**config.mk**
```make
export PLATFORM = sky130hd
export DESIGN_NAME = clock_alarm_ctrl_flat
export DESIGN_NICKNAME = d
export VERILOG_FILES = /design/src/rtl/clock_alarm_pkg.sv /design/src/rtl/clock_alarm_ctrl_if.sv /design/src/rtl/clock_alarm_ctrl_tick_gen.sv /design/src/rtl/clock_alarm_ctrl.sv /design/src/flat_wrapper.sv
export SDC_FILE = /design/constraint.sdc
export NUM_CORES = 1
export LEC_CHECK = 0
export CAP_MARGIN = 20
export CORE_ASPECT_RATIO = 1.75
export CORE_UTILIZATION = 44
export CTS_CLUSTER_DIAMETER = 50
export DETAILED_ROUTE_END_ITERATION = 10
export PLACE_DENSITY = 0.68
export RECOVER_POWER = 25
export REMOVE_ABC_BUFFERS = 1
export SLEW_MARGIN = 20
export SYNTH_ARGS = -nofsm -noshare
export SYNTH_HDL_FRONTEND = slang
export SYNTH_SLANG_ARGS = --single-unit
```
**constraint.sdc**
```tcl
create_clock -name clk -period 4.1 [get_ports clk]
set_input_delay 0.41 -clock clk [delete_from_list [all_inputs] [get_ports clk]]
set_output_delay 0.41 -clock clk [all_outputs]
set_load 0.02 [all_outputs]
```
**src/rtl/clock_alarm_pkg.sv**
```systemverilog
// Shared constants for the clock/alarm control slice: FSM encoding, field
// select codes, default counter widths and small FSM helpers.
package clock_alarm_pkg;

  typedef logic [2:0] state_t;

  localparam state_t RUN    = 3'd0;
  localparam state_t ADJ_CH = 3'd1;
  localparam state_t ADJ_CM = 3'd2;
  localparam state_t ADJ_AH = 3'd3;
  localparam state_t ADJ_AM = 3'd4;

  localparam logic [1:0] SEL_CLK_HR  = 2'd0;
  localparam logic [1:0] SEL_CLK_MIN = 2'd1;
  localparam logic [1:0] SEL_ALM_HR  = 2'd2;
  localparam logic [1:0] SEL_ALM_MIN = 2'd3;

  localparam int HR_W  = 5;
  localparam int MIN_W = 6;

  // Circular walk through the adjust fields; anything unexpected falls back to RUN.
  function automatic state_t adj_step(input state_t s, input logic fwd);
    case (s)
      ADJ_CH:  return fwd ? ADJ_CM : ADJ_AM;
      ADJ_CM:  return fwd ? ADJ_AH : ADJ_CH;
      ADJ_AH:  return fwd ? ADJ_AM : ADJ_CM;
      ADJ_AM:  return fwd ? ADJ_CH : ADJ_AH;
      default: return RUN;
    endcase
  endfunction

  function automatic logic [1:0] state_to_sel(input state_t s);
    case (s)
      ADJ_CM:  return SEL_CLK_MIN;
      ADJ_AH:  return SEL_ALM_HR;
      ADJ_AM:  return SEL_ALM_MIN;
      default: return SEL_CLK_HR;
    endcase
  endfunction

endpackage

```
**src/rtl/clock_alarm_ctrl_if.sv**
```systemverilog
// Bundle between the control stage and the buttons / time counters around it.
interface clock_alarm_ctrl_if #(
  parameter int HR_W  = clock_alarm_pkg::HR_W,
  parameter int MIN_W = clock_alarm_pkg::MIN_W
);
  logic             btn_c, btn_l, btn_r, btn_u, btn_d;
  logic             alarm_arm;
  logic [HR_W-1:0]  clk_hh, alm_hh;
  logic [MIN_W-1:0] clk_mm, alm_mm;

  logic             sec_tick;
  logic             clk_hr_up, clk_hr_dn, clk_min_up, clk_min_dn;
  logic             alm_hr_up, alm_hr_dn, alm_min_up, alm_min_dn;
  logic             adj_mode;
  logic [1:0]       sel;
  logic             blink;
  logic             alarm_led;
  logic             buzzer;

  modport slave (
    input  btn_c, btn_l, btn_r, btn_u, btn_d, alarm_arm,
           clk_hh, clk_mm, alm_hh, alm_mm,
    output sec_tick, clk_hr_up, clk_hr_dn, clk_min_up, clk_min_dn,
           alm_hr_up, alm_hr_dn, alm_min_up, alm_min_dn,
           adj_mode, sel, blink, alarm_led, buzzer
  );

  modport master (
    output btn_c, btn_l, btn_r, btn_u, btn_d, alarm_arm,
           clk_hh, clk_mm, alm_hh, alm_mm,
    input  sec_tick, clk_hr_up, clk_hr_dn, clk_min_up, clk_min_dn,
           alm_hr_up, alm_hr_dn, alm_min_up, alm_min_dn,
           adj_mode, sel, blink, alarm_led, buzzer
  );
endinterface

```
**src/rtl/clock_alarm_ctrl_tick_gen.sv**
```systemverilog
// Free-running divider; tick is high for the single cycle the count sits at TICK_DIV-1.
module tick_gen #(
  parameter int TICK_DIV = 100000000
) (
  input  logic clk,
  input  logic rst_n,
  output logic tick
);
  localparam int CNT_W = (TICK_DIV > 1) ? $clog2(TICK_DIV) : 1;
  localparam logic [CNT_W-1:0] LAST = CNT_W'(TICK_DIV - 1);

  logic [CNT_W-1:0] cnt_reg;

  always_ff @(posedge clk or negedge rst_n) begin
    if (!rst_n)
      cnt_reg <= '0;
    else if (cnt_reg == LAST)
      cnt_reg <= '0;
    else
      cnt_reg <= cnt_reg + CNT_W'(1);
  end

  assign tick = (cnt_reg == LAST);
endmodule

```
**src/rtl/clock_alarm_ctrl.sv**
```systemverilog
// Mode FSM, adjust strobes and alarm ringing logic in front of the time counters.
module clock_alarm_ctrl #(
  parameter int TICK_DIV = 100000000,
  parameter int HR_W     = clock_alarm_pkg::HR_W,
  parameter int MIN_W    = clock_alarm_pkg::MIN_W
) (
  input  logic              clk,
  input  logic              rst_n,
  clock_alarm_ctrl_if.slave bus
);
  import clock_alarm_pkg::*;

  logic             tick;
  state_t           state_reg, state_next;
  logic [1:0]       sel_reg, sel_next;
  logic             blink_reg;
  logic             ringing_reg, ringing_next;
  logic             match, match_d_reg;
  logic [7:0]       strobe_reg, strobe_next;
  logic             any_btn, consume;
  logic             strobe_req, strobe_dn;
  logic [1:0]       strobe_sel;
  logic [HR_W-1:0]  clk_hh_w, alm_hh_w;
  logic [MIN_W-1:0] clk_mm_w, alm_mm_w;

  tick_gen #(.TICK_DIV(TICK_DIV)) u_tick_gen (
    .clk   (clk),
    .rst_n (rst_n),
    .tick  (tick)
  );

  assign clk_hh_w = bus.clk_hh;
  assign clk_mm_w = bus.clk_mm;
  assign alm_hh_w = bus.alm_hh;
  assign alm_mm_w = bus.alm_mm;
  assign match    = bus.alarm_arm && (clk_hh_w == alm_hh_w) && (clk_mm_w == alm_mm_w);

  assign any_btn = bus.btn_c | bus.btn_l | bus.btn_r | bus.btn_u | bus.btn_d;
  // A press that silences the alarm does nothing else.
  assign consume = ringing_reg & any_btn;

  always_comb begin
    state_next = state_reg;
    sel_next   = sel_reg;
    strobe_req = 1'b0;
    strobe_dn  = 1'b0;
    if (!consume) begin
      if (bus.btn_c)
        state_next = (state_reg == RUN) ? ADJ_CH : RUN;
      else if (state_reg != RUN) begin
        if (bus.btn_r)
          state_next = adj_step(state_reg, 1'b1);
        else if (bus.btn_l)
          state_next = adj_step(state_reg, 1'b0);
        else if (bus.btn_u)
          strobe_req = 1'b1;
        else if (bus.btn_d) begin
          strobe_req = 1'b1;
          strobe_dn  = 1'b1;
        end
      end
    end
    if (state_next != RUN)
      sel_next = state_to_sel(state_next);

    ringing_next = ringing_reg;
    if (!bus.alarm_arm || consume)
      ringing_next = 1'b0;
    else if (match && !match_d_reg && (state_reg == RUN))
      ringing_next = 1'b1;
  end

  assign strobe_sel = state_to_sel(state_reg);

  // Strobe bit index is field*2 + direction (0 = up, 1 = down).
  for (genvar gi = 0; gi < 8; gi++) begin : g_strobe
    assign strobe_next[gi] = strobe_req && (strobe_sel == 2'(gi / 2)) && (strobe_dn == 1'(gi % 2));
  end

  always_ff @(posedge clk or negedge rst_n) begin
    if (!rst_n) begin
      state_reg   <= RUN;
      sel_reg     <= SEL_CLK_HR;
      blink_reg   <= 1'b0;
      ringing_reg <= 1'b0;
      match_d_reg <= 1'b0;
      strobe_reg  <= '0;
    end else begin
      state_reg   <= state_next;
      sel_reg     <= sel_next;
      blink_reg   <= blink_reg ^ tick;
      ringing_reg <= ringing_next;
      match_d_reg <= match;
      strobe_reg  <= strobe_next;
    end
  end

  assign bus.sec_tick   = tick && (state_reg == RUN);
  assign bus.clk_hr_up  = strobe_reg[0];
  assign bus.clk_hr_dn  = strobe_reg[1];
  assign bus.clk_min_up = strobe_reg[2];
  assign bus.clk_min_dn = strobe_reg[3];
  assign bus.alm_hr_up  = strobe_reg[4];
  assign bus.alm_hr_dn  = strobe_reg[5];
  assign bus.alm_min_up = strobe_reg[6];
  assign bus.alm_min_dn = strobe_reg[7];
  assign bus.adj_mode   = (state_reg != RUN);
  assign bus.sel        = sel_reg;
  assign bus.blink      = blink_reg;
  assign bus.alarm_led  = ringing_reg;
  assign bus.buzzer     = ringing_reg & blink_reg;
endmodule
```
**src/flat_wrapper.sv**
```systemverilog
// flat-port wrapper written by rule: the top's interface ports become plain ports
module clock_alarm_ctrl_flat import clock_alarm_pkg::*;
#(
  parameter int TICK_DIV = 100000000,
  parameter int HR_W     = clock_alarm_pkg::HR_W,
  parameter int MIN_W    = clock_alarm_pkg::MIN_W
)
  (clk, rst_n, bus_btn_c, bus_btn_l, bus_btn_r, bus_btn_u, bus_btn_d, bus_alarm_arm, bus_clk_hh, bus_clk_mm, bus_alm_hh, bus_alm_mm, bus_sec_tick, bus_clk_hr_up, bus_clk_hr_dn, bus_clk_min_up, bus_clk_min_dn, bus_alm_hr_up, bus_alm_hr_dn, bus_alm_min_up, bus_alm_min_dn, bus_adj_mode, bus_sel, bus_blink, bus_alarm_led, bus_buzzer);
  clock_alarm_ctrl_if #(.HR_W(HR_W), .MIN_W(MIN_W)) bus_i ();
  input  logic clk;
  input  logic rst_n;
  input wire logic [$bits(bus_i.btn_c)-1:0] bus_btn_c;
  input wire logic [$bits(bus_i.btn_l)-1:0] bus_btn_l;
  input wire logic [$bits(bus_i.btn_r)-1:0] bus_btn_r;
  input wire logic [$bits(bus_i.btn_u)-1:0] bus_btn_u;
  input wire logic [$bits(bus_i.btn_d)-1:0] bus_btn_d;
  input wire logic [$bits(bus_i.alarm_arm)-1:0] bus_alarm_arm;
  input wire logic [$bits(bus_i.clk_hh)-1:0] bus_clk_hh;
  input wire logic [$bits(bus_i.clk_mm)-1:0] bus_clk_mm;
  input wire logic [$bits(bus_i.alm_hh)-1:0] bus_alm_hh;
  input wire logic [$bits(bus_i.alm_mm)-1:0] bus_alm_mm;
  output wire logic [$bits(bus_i.sec_tick)-1:0] bus_sec_tick;
  output wire logic [$bits(bus_i.clk_hr_up)-1:0] bus_clk_hr_up;
  output wire logic [$bits(bus_i.clk_hr_dn)-1:0] bus_clk_hr_dn;
  output wire logic [$bits(bus_i.clk_min_up)-1:0] bus_clk_min_up;
  output wire logic [$bits(bus_i.clk_min_dn)-1:0] bus_clk_min_dn;
  output wire logic [$bits(bus_i.alm_hr_up)-1:0] bus_alm_hr_up;
  output wire logic [$bits(bus_i.alm_hr_dn)-1:0] bus_alm_hr_dn;
  output wire logic [$bits(bus_i.alm_min_up)-1:0] bus_alm_min_up;
  output wire logic [$bits(bus_i.alm_min_dn)-1:0] bus_alm_min_dn;
  output wire logic [$bits(bus_i.adj_mode)-1:0] bus_adj_mode;
  output wire logic [$bits(bus_i.sel)-1:0] bus_sel;
  output wire logic [$bits(bus_i.blink)-1:0] bus_blink;
  output wire logic [$bits(bus_i.alarm_led)-1:0] bus_alarm_led;
  output wire logic [$bits(bus_i.buzzer)-1:0] bus_buzzer;
  assign bus_i.btn_c = bus_btn_c;
  assign bus_i.btn_l = bus_btn_l;
  assign bus_i.btn_r = bus_btn_r;
  assign bus_i.btn_u = bus_btn_u;
  assign bus_i.btn_d = bus_btn_d;
  assign bus_i.alarm_arm = bus_alarm_arm;
  assign bus_i.clk_hh = bus_clk_hh;
  assign bus_i.clk_mm = bus_clk_mm;
  assign bus_i.alm_hh = bus_alm_hh;
  assign bus_i.alm_mm = bus_alm_mm;
  assign bus_sec_tick = bus_i.sec_tick;
  assign bus_clk_hr_up = bus_i.clk_hr_up;
  assign bus_clk_hr_dn = bus_i.clk_hr_dn;
  assign bus_clk_min_up = bus_i.clk_min_up;
  assign bus_clk_min_dn = bus_i.clk_min_dn;
  assign bus_alm_hr_up = bus_i.alm_hr_up;
  assign bus_alm_hr_dn = bus_i.alm_hr_dn;
  assign bus_alm_min_up = bus_i.alm_min_up;
  assign bus_alm_min_dn = bus_i.alm_min_dn;
  assign bus_adj_mode = bus_i.adj_mode;
  assign bus_sel = bus_i.sel;
  assign bus_blink = bus_i.blink;
  assign bus_alarm_led = bus_i.alarm_led;
  assign bus_buzzer = bus_i.buzzer;
  clock_alarm_ctrl #(.TICK_DIV(TICK_DIV), .HR_W(HR_W), .MIN_W(MIN_W)) u_core (.clk(clk), .rst_n(rst_n), .bus(bus_i));
endmodule
```
==> results_dict.tcl <==
set metrics [dict create \
    status "complete, but fails checks" \
    violations "capacitance limit, slew limit" \
    fin_crit_ns 2.97 \
    grt_max_degree 44 \
    crit_chain "ha_1, and3_1, nand3_1, nor4_4, buf_4, and2_1, clkdlybuf4s50_1" \
    via_per_inst 5.34 \
    yosysMostFrequentCell "dfrtp_1" \
    grt_pass1_wl_um 7580 \
    tightest_slew_ns 2.22 \
    ys_seq_area_share_pct 48.5 \
    area_growth_pct 25.0 \
    cp_top_family "buffers and inverters" \
    rsz0062_at_grt "false" \
    rows 33 \
    min_to "u_core.u_tick_gen.cnt_reg[19]" \
    cp_max_fo 18 \
    period_share_pct 72.6 \
    leakage_nw 1.22 \
    crit_buf_inv 2 \
    synth_top_area_cell "dfrtp_1" \
    maxSlewHeadroom_pct -48.0 \
    synth_common_cells "43 x dfrtp_1, 34 x nor2_1, 19 x xor2_1, 17 x xnor2_1, 15 x nand2_1" \
    clkTransAtPathRegs_ns 0.08 \
    ff2ff_setup_slack_ns 2.17 \
    synth_top_cells_by_area "dfrtp_1 48%, xor2_1 7.5%, xnor2_1 6.7%" \
    fmax_mhz 336 \
    cap_viol_max_count 1 \
    path_class "flip-flop to output pin" \
    cts_htree_levels 2 \
    die_h_um 96.0 \
    worstReg2RegStart "u_core.state_reg[1]" \
    place.gp.congestion 0.750 \
    wire_per_inst_um 13.3 \
    die_w_um 55.7 \
    hold_buffers 0 \
    wl_um 4240 \
    crit_arrival_ns 2.56 \
    drive_above_1_share_pct 9.33 \
    finalSetupViolCount 0 \
    antenna_left 0 \
    synth_edf_count 0 \
    num_io_pins 45 \
    cts_inserted_buffers 5 \
    worst-r2r-cell-count 5 \
    netlist_area_mm2 0.00222 \
    antenna_found_initial 0 \
    placeableCoreArea_mm2 0.00475 \
    finalSetupTns_ns 0 \
    cts-resized-gates 0 \
    yosysWarnings 0 \
    largest_reg_flops 27 \
    n_antenna_cell 0 \
    root_buffer "clkbuf_8" \
    hold_depth 1 \
    grt.total_usage_pct 18.3 \
    crit_path_top_delay_cell "clkdlybuf4s50_1" \
    synthCells 221 \
    slew_viol_final 44 \
    finalNetCount 298 \
    crit_required_ns 3.69 \
    max_stage_delay_ns 0.60 \
    hold_path.class "flip-flop to flip-flop" \
    vias 1709 \
    ir_drop_mv 0.388 \
    async_flop_share_pct 100 \
    grt_overflow_total 0 \
    postCtsSetupBuffers 0 \
    hp-start "u_core.u_tick_gen.cnt_reg[19]" \
    synth-seq-cells 43 \
    synth_ff_type "dfrtp_1" \
    dp_hpwl_um 3170 \
    yosysTopAreaCellShare_pct 48.5 \
    cts_tree "built" \
    die-area_mm2 0.00535 \
    hold_violations 0 \
    grt_pass1_vias 1725 \
    initial_core_util_pct 46.8 \
    clockBufferDepth 2 \
    reg2reg_to "u_core.bus.sel[1]" \
    cts.sinks 43 \
    fillers 437 \
    first_pass_iters 4 \
    end_kind "output pin" \
    clkLatencyLatePin_ns 0.29 \
    fin_worst_skew_ns 0.00384 \
    ys_types 46 \
    drc 0 \
    power_density_mw_per_mm2 347 \
    initialDrtViolationCount 41 \
    cp-start-kind "flip-flop" \
    io_buffers 44 \
    syn_area_per_cell_um2 10.0 \
    whs_ns 0.501 \
]
[placed cells by master (no fill, tap or decap), types with 5 or more instances in the layout]
master	count
clkdlybuf4s50_1	43
dfrtp_1	43
nor2_1	34
xor2_1	19
xnor2_1	17
nand2_1	15
nand3_1	13
nand4_1	10
inv_1	7
a21oi_1	5
clkbuf_8	5
[report_power, final]
| group | internal (mW) | switching [mW] | total, mW |
|---|---|---|---|
| Combinational | 0.113 | 0.110 | 0.223 |
| Sequential | 0.443 | 0.0371 | 0.480 |
| Clock | 0.117 | 0.144 | 0.260 |
[final cells by class]
cell class	count	area (um2)	area share [%]
multi-input combinational	165	1080	39.0
timing repair buffer	45	442	15.9
clock buffer	5	68.8	2.48
sequential	43	1080	38.8
clock inverter	3	15.0	0.541
inverter	7	26.3	0.947
tap	52	65.1	2.34
[kinds of logic after synthesis]
| logic type | after synthesis | synth area share, % |
|---|---|---|
| multiplexers | 2 | 0.901 |
| buffers and inverters | 13 | 2.82 |
| AO/OA/AOI/OAI | 20 | 7.27 |
| adder cells (fa/ha/maj) | 1 | 0.563 |
| XOR/XNOR | 36 | 14.2 |
| AND/OR/NAND/NOR | 106 | 25.8 |
| flip-flops | 43 | 48.5 |
[routing by layer]
| metal | vias to the layer above | wire length (um) | track usage, % |
|---|---|---|---|
| met5 | - | 0 | 0 |
| met4 | 0 | 70 | 6.25 |
| met3 | 6 | 159 | 4.30 |
| met2 | 39 | 2270 | 34.6 |
| met1 | 818 | 1740 | 19.8 |
| li1 | 846 | - | - |
[stage by stage]
stage          area [um2]  power (mW)  util (%)  cells  setup slack [ns]
2_1_floorplan        2180       0.610         -    215              1.83
3_3_place_gp         2690       0.711      56.7    312              1.46
6_report             2780       0.963      58.4    320              1.13
3_5_place_dp         2690       0.712      56.7    312              1.43
5_1_grt              2780        1.02      58.4    320             0.937
4_1_cts              2780       0.971      58.5    320              1.09
[worst max-delay path by stage]
stage / startpoint / end / slack (ns) / cells after the start
global route: u_core.u_tick_gen.cnt_reg[0] / bus_sec_tick / 0.94 / 7
floorplan: u_core.u_tick_gen.cnt_reg[15] / bus_sec_tick / 1.83 / 4
CTS: u_core.u_tick_gen.cnt_reg[0] / bus_sec_tick / 1.09 / 7
detailed placement: u_core.u_tick_gen.cnt_reg[0] / bus_sec_tick / 1.43 / 7
global placement: u_core.u_tick_gen.cnt_reg[0] / bus_sec_tick / 1.46 / 7
finish: u_core.u_tick_gen.cnt_reg[0] / bus_sec_tick / 1.13 / 7
(Power assumes the default switching activity.)
